===== src/rtl/rsa_disp_pkg.sv =====
// Shared display definitions: converter states, mode symbol codes and
// active-low 7-segment glyphs (seg[6:0] = {G,F,E,D,C,B,A}).
package rsa_disp_pkg;

   typedef enum logic [1:0] {
      CONV_IDLE,
      CONV_SHIFT,
      CONV_COMMIT
   } conv_state_t;

   localparam logic [3:0] MODE_DASH = 4'hA;
   localparam logic [3:0] MODE_N    = 4'hB;
   localparam logic [3:0] MODE_C    = 4'hC;
   localparam logic [3:0] MODE_D    = 4'hD;
   localparam logic [3:0] MODE_E    = 4'hE;
   localparam logic [3:0] MODE_U    = 4'hF;

   localparam logic [6:0] SEG_BLANK = 7'h7F;
   localparam logic [6:0] SEG_DASH  = 7'h3F;

   // Codes 0-9 are decimal digits, A-F are the mode symbols.
   function automatic logic [6:0] digit_to_seg(input logic [3:0] code);
      logic [6:0] glyph;
      case (code)
         4'h0:      glyph = 7'h40;
         4'h1:      glyph = 7'h79;
         4'h2:      glyph = 7'h24;
         4'h3:      glyph = 7'h30;
         4'h4:      glyph = 7'h19;
         4'h5:      glyph = 7'h12;
         4'h6:      glyph = 7'h02;
         4'h7:      glyph = 7'h78;
         4'h8:      glyph = 7'h00;
         4'h9:      glyph = 7'h10;
         MODE_DASH: glyph = SEG_DASH;
         MODE_N:    glyph = 7'h2B;
         MODE_C:    glyph = 7'h46;
         MODE_D:    glyph = 7'h21;
         MODE_E:    glyph = 7'h06;
         MODE_U:    glyph = 7'h41;
         default:   glyph = SEG_BLANK;
      endcase
      return glyph;
   endfunction

endpackage


===== src/rtl/bin2bcd_seq.sv =====
// Sequential shift-and-add-3 binary to BCD converter. One bit per cycle;
// any carry out of the top nibble marks the result as not representable.
module bin2bcd_seq
   import rsa_disp_pkg::*;
#(
   parameter int KEY_W      = 32,
   parameter int BCD_DIGITS = 10
) (
   input  logic                    clk,
   input  logic                    rst,
   input  logic                    start,
   input  logic [KEY_W-1:0]        bin,
   output logic                    busy,
   output logic                    done,
   output logic [4*BCD_DIGITS-1:0] bcd,
   output logic                    ovf
);

   localparam int BW = 4 * BCD_DIGITS;
   localparam int CW = $clog2(KEY_W + 1);
   localparam logic [CW-1:0] LAST_BIT = CW'(KEY_W - 1);

   conv_state_t      state;
   logic [KEY_W-1:0] shreg;
   logic [BW-1:0]    work;
   logic [BW-1:0]    adj;
   logic [CW-1:0]    bit_cnt;
   logic             ovf_flag;

   // Add 3 to every nibble of 5 or more before the next shift.
   always_comb begin
      adj = work;
      for (int i = 0; i < BCD_DIGITS; i++) begin
         if (work[4*i +: 4] >= 4'd5) begin
            adj[4*i +: 4] = work[4*i +: 4] + 4'd3;
         end
      end
   end

   // Converter FSM: capture, shift KEY_W bits, then publish the result.
   always_ff @(posedge clk or negedge rst) begin
      if (!rst) begin
         state    <= CONV_IDLE;
         shreg    <= '0;
         work     <= '0;
         bit_cnt  <= '0;
         ovf_flag <= 1'b0;
         busy     <= 1'b0;
         done     <= 1'b0;
         bcd      <= '0;
         ovf      <= 1'b0;
      end else begin
         done <= 1'b0;
         case (state)
            CONV_IDLE: begin
               if (start) begin
                  shreg    <= bin;
                  work     <= '0;
                  bit_cnt  <= '0;
                  ovf_flag <= 1'b0;
                  busy     <= 1'b1;
                  state    <= CONV_SHIFT;
               end
            end
            CONV_SHIFT: begin
               work  <= {adj[BW-2:0], shreg[KEY_W-1]};
               shreg <= {shreg[KEY_W-2:0], 1'b0};
               if (adj[BW-1]) begin
                  ovf_flag <= 1'b1;
               end
               bit_cnt <= bit_cnt + 1'b1;
               if (bit_cnt == LAST_BIT) begin
                  state <= CONV_COMMIT;
               end
            end
            CONV_COMMIT: begin
               bcd   <= work;
               ovf   <= ovf_flag;
               done  <= 1'b1;
               busy  <= 1'b0;
               state <= CONV_IDLE;
            end
            default: begin
               busy  <= 1'b0;
               state <= CONV_IDLE;
            end
         endcase
      end
   end

endmodule


===== src/rtl/key_display_ctrl.sv =====
// Multiplexed 7-segment driver: mode symbol, blank separator and an N-digit
// decimal key value with zero blanking, blinking cursor and overflow dashes.
module key_display_ctrl
   import rsa_disp_pkg::*;
#(
   parameter int KEY_W       = 32,
   parameter int BCD_DIGITS  = 10,
   parameter int REFRESH_DIV = 100000,
   parameter int BLINK_DIV   = 25000000
) (
   input  logic                          clk,
   input  logic                          rst,
   input  logic                          en,
   input  logic [3:0]                    mode_char,
   input  logic [KEY_W-1:0]              value,
   input  logic                          lz_blank,
   input  logic                          cursor_en,
   input  logic [$clog2(BCD_DIGITS)-1:0] cursor_pos,
   output logic [6:0]                    seg,
   output logic                          dp,
   output logic [BCD_DIGITS+1:0]         anode,
   output logic                          conv_busy,
   output logic                          bcd_valid,
   output logic                          ovf
);

   localparam int NA  = BCD_DIGITS + 2;
   localparam int IW  = $clog2(NA);
   localparam int RW  = (REFRESH_DIV > 1) ? $clog2(REFRESH_DIV) : 1;
   localparam int BLW = (BLINK_DIV > 1) ? $clog2(BLINK_DIV) : 1;
   localparam logic [IW-1:0]  MODE_IDX     = IW'(BCD_DIGITS + 1);
   localparam logic [IW-1:0]  SEP_IDX      = IW'(BCD_DIGITS);
   localparam logic [RW-1:0]  REFRESH_LAST = RW'(REFRESH_DIV - 1);
   localparam logic [BLW-1:0] BLINK_LAST   = BLW'(BLINK_DIV - 1);

   logic                    conv_start;
   logic                    conv_run;
   logic                    conv_done;
   logic [4*BCD_DIGITS-1:0] conv_bcd;
   logic                    conv_ovf;
   logic [4*BCD_DIGITS-1:0] disp_buf;
   logic [KEY_W-1:0]        pending_val;
   logic [KEY_W-1:0]        last_converted;
   logic [RW-1:0]           refresh_cnt;
   logic [BLW-1:0]          blink_cnt;
   logic                    blink_on;
   logic [IW-1:0]           scan_idx;
   logic [NA-1:0]           next_anode;
   logic [6:0]              next_seg;
   logic                    next_dp;
   logic [3:0]              cur_digit;
   logic                    zero_run;
   logic                    lz_hit;
   logic                    cursor_hit;

   // A new conversion may only start once the previous result has landed.
   assign conv_start = !conv_run && !conv_done && (!bcd_valid || (value != last_converted));
   assign conv_busy  = conv_run | conv_done;

   bin2bcd_seq #(
      .KEY_W      (KEY_W),
      .BCD_DIGITS (BCD_DIGITS)
   ) u_bin2bcd (
      .clk   (clk),
      .rst   (rst),
      .start (conv_start),
      .bin   (value),
      .busy  (conv_run),
      .done  (conv_done),
      .bcd   (conv_bcd),
      .ovf   (conv_ovf)
   );

   // Display buffer only changes on a finished conversion, so digits never tear.
   always_ff @(posedge clk or negedge rst) begin
      if (!rst) begin
         disp_buf       <= '0;
         ovf            <= 1'b0;
         bcd_valid      <= 1'b0;
         pending_val    <= '0;
         last_converted <= '0;
      end else begin
         if (conv_start) begin
            pending_val <= value;
         end
         if (conv_done) begin
            disp_buf       <= conv_bcd;
            ovf            <= conv_ovf;
            bcd_valid      <= 1'b1;
            last_converted <= pending_val;
         end
      end
   end

   // Refresh divider steps the scan index; blink divider toggles the cursor phase.
   always_ff @(posedge clk or negedge rst) begin
      if (!rst) begin
         refresh_cnt <= '0;
         scan_idx    <= '0;
         blink_cnt   <= '0;
         blink_on    <= 1'b1;
      end else begin
         if (refresh_cnt == REFRESH_LAST) begin
            refresh_cnt <= '0;
            scan_idx    <= (scan_idx == MODE_IDX) ? '0 : scan_idx + 1'b1;
         end else begin
            refresh_cnt <= refresh_cnt + 1'b1;
         end
         if (blink_cnt == BLINK_LAST) begin
            blink_cnt <= '0;
            blink_on  <= !blink_on;
         end else begin
            blink_cnt <= blink_cnt + 1'b1;
         end
      end
   end

   // Select the glyph for the current scan position, applying blanking rules.
   always_comb begin
      next_anode = '1;
      next_seg   = SEG_BLANK;
      next_dp    = 1'b1;
      cur_digit  = '0;
      zero_run   = 1'b1;
      lz_hit     = 1'b0;
      cursor_hit = 1'b0;
      for (int i = BCD_DIGITS - 1; i >= 0; i--) begin
         zero_run = zero_run && (disp_buf[4*i +: 4] == 4'd0);
         if (int'(scan_idx) == i) begin
            cur_digit  = disp_buf[4*i +: 4];
            lz_hit     = zero_run && (i != 0) &&
                         !(cursor_en && (int'(cursor_pos) < BCD_DIGITS) && (i <= int'(cursor_pos)));
            cursor_hit = cursor_en && (int'(cursor_pos) == i);
         end
      end
      if (en) begin
         next_anode[scan_idx] = 1'b0;
         if (scan_idx == MODE_IDX) begin
            next_seg = digit_to_seg(mode_char);
            next_dp  = 1'b0;
         end else if (scan_idx == SEP_IDX) begin
            next_seg = SEG_BLANK;
         end else if (!bcd_valid) begin
            next_seg = SEG_BLANK;
         end else if (cursor_hit && !blink_on) begin
            next_seg = SEG_BLANK;
         end else if (ovf) begin
            next_seg = SEG_DASH;
         end else if (lz_blank && lz_hit) begin
            next_seg = SEG_BLANK;
         end else begin
            next_seg = digit_to_seg(cur_digit);
         end
      end
   end

   // Anode, segments and decimal point are registered together.
   always_ff @(posedge clk or negedge rst) begin
      if (!rst) begin
         anode <= '1;
         seg   <= SEG_BLANK;
         dp    <= 1'b1;
      end else begin
         anode <= next_anode;
         seg   <= next_seg;
         dp    <= next_dp;
      end
   end

endmodule


===== config.mk =====
export PLATFORM = sky130hd
export DESIGN_NAME = key_display_ctrl
export DESIGN_NICKNAME = d
export VERILOG_FILES = /design/src/rtl/rsa_disp_pkg.sv /design/src/rtl/bin2bcd_seq.sv /design/src/rtl/key_display_ctrl.sv
export SDC_FILE = /design/constraint.sdc
export NUM_CORES = 1
export LEC_CHECK = 0
export ABC_AREA = 1
export CORE_MARGIN = 5
export CORE_UTILIZATION = 65
export DETAILED_ROUTE_END_ITERATION = 8
export PLACE_DENSITY_LB_ADDON = 0.25
export SLEW_MARGIN = 20
export SYNTH_ARGS = -nofsm -noshare
export SYNTH_HDL_FRONTEND = slang
export SYNTH_SLANG_ARGS = --single-unit

===== constraint.sdc =====
create_clock -name clk -period 5.41 [get_ports clk]
set_clock_uncertainty 0.05 [all_clocks]
set_input_delay 1.082 -clock clk [delete_from_list [all_inputs] [get_ports clk]]
set_output_delay 1.082 -clock clk [all_outputs]
set_load 0.03 [all_outputs]

==> impl_metrics.csv <==
group,metric,value,unit
synthesis,syn_nets,1938,
sta,final.setup.tns,0,ns
placed_design,placed_cell_area,15700,µm²
clocking,clk_pin_slew,0.06,ns
floorplanning,dieWidth,161,µm
sta,tightest_slew,1.06,ns
sta,max_freq,0.294,GHz
clocking,cts_setup_buffers,0,
clocking,hold_buffers,0,
sta,slew_headroom,29.6,%
finish,layout.cell_area.non_filler,16800,µm²
sta,hold_violations,0,
grt,grt_first_pass_wirelength,55.1,mm
sta,setup_viol,0,
detailed_routing,wl,31.8,mm
synthesis,ys_seq_area_share,50.1,%
clocking,cts.root.buffer_cell,"clkbuf_16",
synthesis,synth_seq_cells,296,
setup_path,end_kind,"flip-flop",
setup_path,cp-start-kind,"primary input",
detailed_routing,drtIter0Drc,1024,
synthesis,synth_edf_count,0,
synthesis,ys_types,50,
clocking,cts.sinks,296,
finish,seq_area,7430,µm²
clocking,cts_buffers,31,
synthesis,post-synth-top-count-cell,"nand2_1",
floorplanning,io_pins,68,
sta,grt_setup_unrepaired,"no",
placed_design,place.gp.congestion,0.919,
synthesis,synth.area.top_cells,"dfrtp_1, nand2_1, o21ai_0",
synthesis,ys_top_cells_by_count,"nand2_1, dfrtp_1, inv_1",
clocking,cts_max_path_buffers,3,
floorplanning,die_h,161,µm
finish,areaGrowthSynthToFinish,12.9,%
grt,grt_overflow_total,0,
synthesis,yosysWarnings,0,
finish,fillCellCount,1671,
clocking,htree_num_levels,1,
power_and_ir_drop,p_per_area,267,nW/µm²
placed_design,io_buffers,67,
finish,multiInputGateArea,6200,µm²
sta,min_period,3.40,ns
job,max_cap_violations,0,
finish,finalNetCount,1985,
detailed_routing,drt_first_pass_iters,5,
clocking,cts_tree,"built",
clocking,cts_resized,0,
sta,drv_slew,0,
placed_design,place_hpwl,21.4,mm
status,outcome,"complete, no violations",
setup_path,crit_required,5.84,ns
detailed_routing,via_per_inst,5.52,
detailed_routing,drc,0,
floorplanning,start_util,65.8,%
setup_path,critPathKind,"in2reg",
synthesis,synth_top_area_share,46.5,%
synthesis,async_flop_share,100,%
setup_path,critPathMaxFanout,107,
synthesis,syn_area,14800,µm²
sta,fin_crit_sh,62.9,%
grt,antenna_found_initial,0,
worst_hold_path,min_path_cells,1,
detailed_routing,wire_per_inst,14.4,µm
clocking,clk_latency,0.57,ns
grt,grt_max_degree,122,
synthesis,postSynthAreaPerCell,8.00,µm²
finish,n_antenna_cell,0,
synthesis,yosys.area.top_type,"dfrtp_1",
setup_path,cp.arrival,3.83,ns
floorplanning,dieArea,26000,µm²
detailed_routing,vias,12218,
grt,grt_pass1_vias,11928,
power_and_ir_drop,power_leakage,8.15,nW
detailed_routing,ant_nets,0,
finish,drive_gt1_share,7.01,%
floorplanning,rows,55,
synthesis,syn_inst,1855,
grt,grtUsageTotal,24.7,%
power_and_ir_drop,vdd_drop_max,0.234,mV
floorplanning,core_area,22600,µm²
worst_hold_path,hold_class,"reg2reg",
synthesis,synth_ff_type,"dfrtp_1",
setup_path,worst_r2r_path_depth,23,
## cell type report
class                      count  share of cell area, %
clock buffer                  45                   5.36
clock inverter                13                  0.836
sequential                   296                   44.3
multi-input combinational   1241                   37.0
tap                          285                   2.13
timing repair buffer          74                   4.49
inverter                     258                   5.86
## routing by layer
layer	vias up	track usage (%)	wire, µm
li1	6072	-	-
met4	0	7.17	718
met2	319	39.8	14900
met3	72	3.75	1700
met5	-	0	0
met1	5755	35.3	14500
## sequential cells by signal, summed over array words and instances, names as in the netlist, 4 cells and up
register	count
last_converted	32
blink_cnt	25
refresh_cnt	17
scan_idx	4
u_bin2bcd.shreg	32
seg	7
u_bin2bcd.bit_cnt	6
u_bin2bcd.bcd	40
anode	12
disp_buf	40
u_bin2bcd.work	40
pending_val	32
## critical path, cell delays in order
cell and delay, ns:
clkdlybuf4s50_1 0.47, xor2_1 0.19, nor3_1 0.19, nor4b_2 0.41
nand4_1 0.21, nand3_1 0.22, nand2_4 0.55, inv_1 0.32
nand2_1 0.08, o31ai_1 0.06
## logic make-up (layout without fill, tap and decap cells)
| family | count (synthesis) | count (layout) | share of synthesized area, % |
|---|---|---|---|
| xor gates and xnor gates | 34 | 34 | 2.01 |
| AOI/OAI and AO/OA | 334 | 334 | 12.6 |
| DFF | 296 | 296 | 50.1 |
| and+or+nand+nor | 835 | 835 | 23.9 |
| buffers and inverters | 318 | 390 | 8.24 |
| adders and majority gates | 38 | 38 | 3.20 |
## cells in the final DEF, fill, tap and decap left out, drive strengths merged, types with 5 or more instances in the layout
cell / n
ha: 38
a21oi: 46
dfstp: 20
clkbuf: 45
buf: 8
o32ai: 10
nand4: 19
nor2: 153
xor2: 30
clkinv: 9
o21ai: 200
clkdlybuf4s50: 66
nand3: 68
nor3: 37
o22ai: 18
o2111ai: 5
a31oi: 39
inv: 259
nor4: 16
nand2: 537
dfrtp: 276
## power breakdown
| part | switching, W | total [W] | internal (W) |
|---|---|---|---|
| Clock | 0.000866 | 0.00212 | 0.00125 |
| Sequential | 0.000000218 | 0.00222 | 0.00222 |
| Combinational | 0.0000904 | 0.000139 | 0.0000487 |
## final timing paths
| check | start | end | slack (ns) |
|---|---|---|---|
| max | value[28] | u_bin2bcd.shreg[0] | 2.01 |
| min | refresh_cnt[0] | refresh_cnt[0] | 0.41 |
| max reg2reg | scan_idx[0] | seg[6] | 2.33 |
| min reg2reg | refresh_cnt[0] | refresh_cnt[0] | 0.41 |
| max in group asynchronous | rst | u_bin2bcd.done | 3.77 |
| min in group asynchronous | rst | refresh_cnt[4] | 0.53 |
## through the flow
step | instances | hold WS (ns) | util, % | worst slack, ns | power (W)
after detailed placement | 2154 | 0.404 | 69.7 | 1.50 | 0.00240
after CTS | 2212 | 0.413 | 74.3 | 2.09 | 0.00451
after global placement | 2154 | 0.399 | 69.7 | 1.56 | 0.00239
after floorplan | 1855 | 0.383 | - | 2.88 | 0.00230
after global routing | 2212 | 0.432 | 74.3 | 1.78 | 0.00464
final | 2212 | 0.405 | 74.3 | 2.01 | 0.00447
Power figures use the tool's default switching activity.
